File: src/rtl/cmp_pkg.sv
// Shared types and limits for the signed comparator slice.
// Result encoding is available for consumers that want a single 2-bit verdict.
package cmp_pkg;

  typedef enum logic [1:0] {CMP_LT, CMP_EQ, CMP_GT} cmp_res_e;

  localparam int CMP_MAX_WIDTH = 64;

  function automatic cmp_res_e cmp_encode(input logic gt, input logic eq);
    cmp_encode = gt ? CMP_GT : (eq ? CMP_EQ : CMP_LT);
  endfunction

endpackage

File: src/rtl/comparator_signed_core.sv
// Combinational signed compare of two WIDTH-bit two's-complement operands.
// Latency 0; no flow control.
module comparator_signed_core
  import cmp_pkg::*;
#(
  parameter int WIDTH = 8
) (
  input  logic [WIDTH-1:0] a,
  input  logic [WIDTH-1:0] b,
  output logic             gt,
  output logic             eq,
  output logic             lt
);

  // One extra bit of headroom so the extreme difference never wraps.
  logic [WIDTH:0] diff;

  always_comb begin
    diff = {a[WIDTH-1], a} - {b[WIDTH-1], b};
    lt   = diff[WIDTH];
    eq   = (diff == '0);
    gt   = !lt && !eq;
  end

endmodule

File: src/rtl/comparator_signed_param.sv
// Registered signed comparator: c/gt/eq/lt one cycle after an in_valid sample.
// Latency 1; no backpressure, a new result every cycle in_valid is high.
module comparator_signed_param
  import cmp_pkg::*;
#(
  parameter int WIDTH = 8
) (
  input  logic             clk,
  input  logic             rst_n,
  input  logic             in_valid,
  input  logic [WIDTH-1:0] a,
  input  logic [WIDTH-1:0] b,
  output logic             c,
  output logic             gt,
  output logic             eq,
  output logic             lt,
  output logic             out_valid
);

  if (WIDTH < 2 || WIDTH > CMP_MAX_WIDTH) begin : g_bad_width
    $error("comparator_signed_param: WIDTH %0d outside 2..%0d", WIDTH, CMP_MAX_WIDTH);
  end

  logic gt_c;
  logic eq_c;
  logic lt_c;
  logic gt_q;
  logic eq_q;
  logic lt_q;
  logic out_valid_q;

  comparator_signed_core #(
    .WIDTH(WIDTH)
  ) u_core (
    .a (a),
    .b (b),
    .gt(gt_c),
    .eq(eq_c),
    .lt(lt_c)
  );

  // Flags hold across idle cycles; only out_valid marks a fresh result.
  always_ff @(posedge clk or negedge rst_n) begin
    if (!rst_n) begin
      gt_q        <= 1'b0;
      eq_q        <= 1'b0;
      lt_q        <= 1'b0;
      out_valid_q <= 1'b0;
    end else begin
      out_valid_q <= in_valid;
      if (in_valid) begin
        gt_q <= gt_c;
        eq_q <= eq_c;
        lt_q <= lt_c;
      end
    end
  end

  assign c         = gt_q;
  assign gt        = gt_q;
  assign eq        = eq_q;
  assign lt        = lt_q;
  assign out_valid = out_valid_q;

endmodule

File: config.mk
export PLATFORM = sky130hd
export DESIGN_NAME = comparator_signed_param
export DESIGN_NICKNAME = d
export VERILOG_FILES = /design/src/rtl/cmp_pkg.sv /design/src/rtl/comparator_signed_core.sv /design/src/rtl/comparator_signed_param.sv
export SDC_FILE = /design/constraint.sdc
export NUM_CORES = 1
export LEC_CHECK = 0
export CAP_MARGIN = 40
export CELL_PAD_IN_SITES_DETAIL_PLACEMENT = 0
export CELL_PAD_IN_SITES_GLOBAL_PLACEMENT = 1
export CORE_MARGIN = 2
export CORE_UTILIZATION = 30
export CTS_CLUSTER_SIZE = 30
export DETAILED_ROUTE_END_ITERATION = 8
export PLACE_DENSITY_LB_ADDON = 0.1
export SLEW_MARGIN = 20
export SYNTH_ARGS = -nofsm -noshare
export SYNTH_HDL_FRONTEND = slang
export SYNTH_SLANG_ARGS = --single-unit
File: constraint.sdc
create_clock -name clk -period 1.3 [get_ports clk]
set_clock_uncertainty 0.15 [all_clocks]
set_input_delay 0.325 -clock clk [delete_from_list [all_inputs] [get_ports clk]]
set_output_delay 0.325 -clock clk [all_outputs]
set_load 0.1 [all_outputs]
==> reports/qor.yml <==
power_and_ir_drop:
  ir_worst_vdd_mv: 0.502
  seqPwrFrac: 0.185
  p_int_mw: 0.504
  p_sw_frac: 0.397
  clkPwrFrac: 0.175
  p_comb_frac: 0.640
  power.density_nw_per_um2: 754
  p_leak_nw: 0.484
  power.total_mw: 0.836
  switchingPower_mw: 0.332
detailed_routing:
  drt-initial-drc-count: 3
  vias_per_cell: 4.65
  met1Wirelength_um: 630
  top_layer_used: "met3"
  dr_wl_met2_um: 580
  drt-total-wl_mm: 1.26
  first_pass_iters: 4
  post-route-drc-count: 0
  wl_per_cell_um: 9.93
  wl_met3_um: 50
  drtAntennaViolNets: 0
  vias: 590
die:
  coreArea_um2: 1710
  die_width_um: 46.2
  ioPinCount: 24
  die-area_um2: 2130
  rows: 15
  start_util: 0.313
  die_y_um: 46.2
timing:
  worst_slew_pin_slew_ns: 0.216
  fin_crit_ns: 1.88
  setup_slack_ns: -0.585
  slew_violations: 0
  setup_viol: 5
  max_freq_mhz: 531
  setup-tns-final_ns: -1.66
  grt_setup_unrepaired: "true"
  hold_slack_ns: 0.149
  finalHoldViolCount: 0
  max_slew_margin: 0.856
  period_share: 1.45
grt:
  grt_pass1_wl_mm: 2.04
  grt_max_degree: 9
  grt_overflow_total: 0
  antenna_found_initial: 0
  grt_pass1_vias: 527
  track_usage: 0.125
synthesis:
  synth_top_flop_cell: "dfrtp_1"
  synth-async-reset-ratio: 1.00
  ys_types: 28
  synth_top_area_share: 0.187
  syn_nets: 94
  netlist_top_cells_count: "inv_1, ha_1, nor2_1"
  synth_area_leaders: "dfrtp_1, ha_1, inv_1"
  synth_edf_count: 0
  synth-seq-cells: 4
  yosysSeqAreaShare: 0.187
  yosysWarningCount: 0
  yosysMostFrequentCell: "inv_1"
  netlist_area_um2: 534
  yosysTopAreaCell: "dfrtp_1"
  avgSynthCellArea_um2: 8.09
  netlist_instances: 66
final_layout:
  finalNetCount: 132
  area_delta_synth_final_pct: 107
  layout-drive-gt1-share: 0.559
  fin_cells: 127
  n_antenna_cell: 0
  fin_util: 0.649
clocking:
  clockBufferDepth: 2
  cts_buffers: 3
  tritoncts: "done"
  htree_levels: 1
  clock_latency_ns: 0.22
  clk_pin_slew_worst_paths_ns: 0.04
  root_buffer: "clkbuf_4"
  ctsHoldBuffers: 0
  cts.sinks: 4
critical_path:
  cp.required_ns: 1.26
  cp.arrival_ns: 1.84
  timing.reg2reg.worst_path_depth: 1
  path_class: "in -> reg"
  endpoint_kind: "register"
  start_kind: "input port"
  worstPathMaxFanout: 3
placed_design:
  io_buffers: 23
  gp_congestion: 0.770
  dp.cells: 123
  dp_hpwl_mm: 1.03
run:
  maxCapViolCount: 0
min_path:
  worstHoldPathType: "in -> async"
run_status:
  status: "finished with violations"
  violations: "negative setup slack"
==> timing repair <==
action                                 4_1_cts  5_1_grt
endpoints found under the hold margin        0        0
buffers inserted                             1        0
resized for setup                           43        9
setup endpoints to repair                    5        7
pin swaps                                   17       10
==> layout make-up <==
class,count,area (µm²)
clock buffer,3,22.5
fill,147,599
inverter,12,52.6
multi-input combinational,48,527
sequential,4,108
tap,25,31.3
timing repair buffer,35,368
==> cell usage in the layout, fill, tap and decap left out, types with 2 or more instances in the layout <==
cell type,instances
clkbuf_4,3
clkdlybuf4s50_1,6
buf_6,2
a21oi_4,2
ha_1,2
o211ai_1,2
o2111ai_2,2
dfrtp_2,3
buf_12,5
dlygate4sd2_1,8
inv_2,6
buf_4,11
nor2_1,5
nand2_1,3
a21oi_2,3
ha_4,6
nand3_1,2
inv_1,5
nand3b_1,2
==> routing by layer <==
layer	up-vias	GRT usage
met2	13	0.197
met1	269	0.185
li1	308	-
met4	0	0.0343
met3	0	0.00392
met5	-	0
==> cells by family (layout without fill, tap and decap cells) <==
family / count (synthesis) / in the layout / share of synthesized area
mux: 1 / 1 / 0.0211
xor+xnor: 2 / 2 / 0.0328
fa+ha+maj: 9 / 9 / 0.225
compound gates: 19 / 19 / 0.262
flops: 4 / 4 / 0.187
buf+inv: 14 / 50 / 0.108
simple gates: 17 / 17 / 0.164
==> metrics by stage <==
step           area (µm²)  worst slack, ns
6_report             1110           -0.585
5_1_grt              1110           -0.652
4_1_cts              1090           -0.631
3_5_place_dp          946            -1.34
3_3_place_gp          946            -1.28
2_1_floorplan         577           -0.630
==> power groups by stage <==
stage	registers (mW)	clock network, mW	logic (mW)
2_1_floorplan	0.227	0	0.206
3_3_place_gp	0.156	0	0.456
3_5_place_dp	0.157	0	0.457
4_1_cts	0.155	0.150	0.521
5_1_grt	0.156	0.161	0.570
6_report	0.155	0.146	0.535
==> flip-flops by register name, summed over array words and instances, names as in the netlist <==
signal	flops
c	1
out_valid	1
eq	1
lt	1
==> final timing paths <==
path / end / startpoint / slack [ns]
max reg2reg: c / c / 0.31
min: out_valid / rst_n / 0.15
max: c / a[0] / -0.58
max in group asynchronous: c / rst_n / 0.67
min in group clk: eq / eq / 0.39
min reg2reg: eq / eq / 0.39
==> worst max-delay path, cell delays in order <==
cell and delay [ns]:
buf_8 0.08, inv_8 0.03, ha_4 0.15, fa_2 0.39
nor2b_4 0.15, o2111ai_2 0.11, nand3b_1 0.13, xnor2_1 0.14
o2111ai_2 0.15, a22o_1 0.20
(Power assumes the default switching activity.)
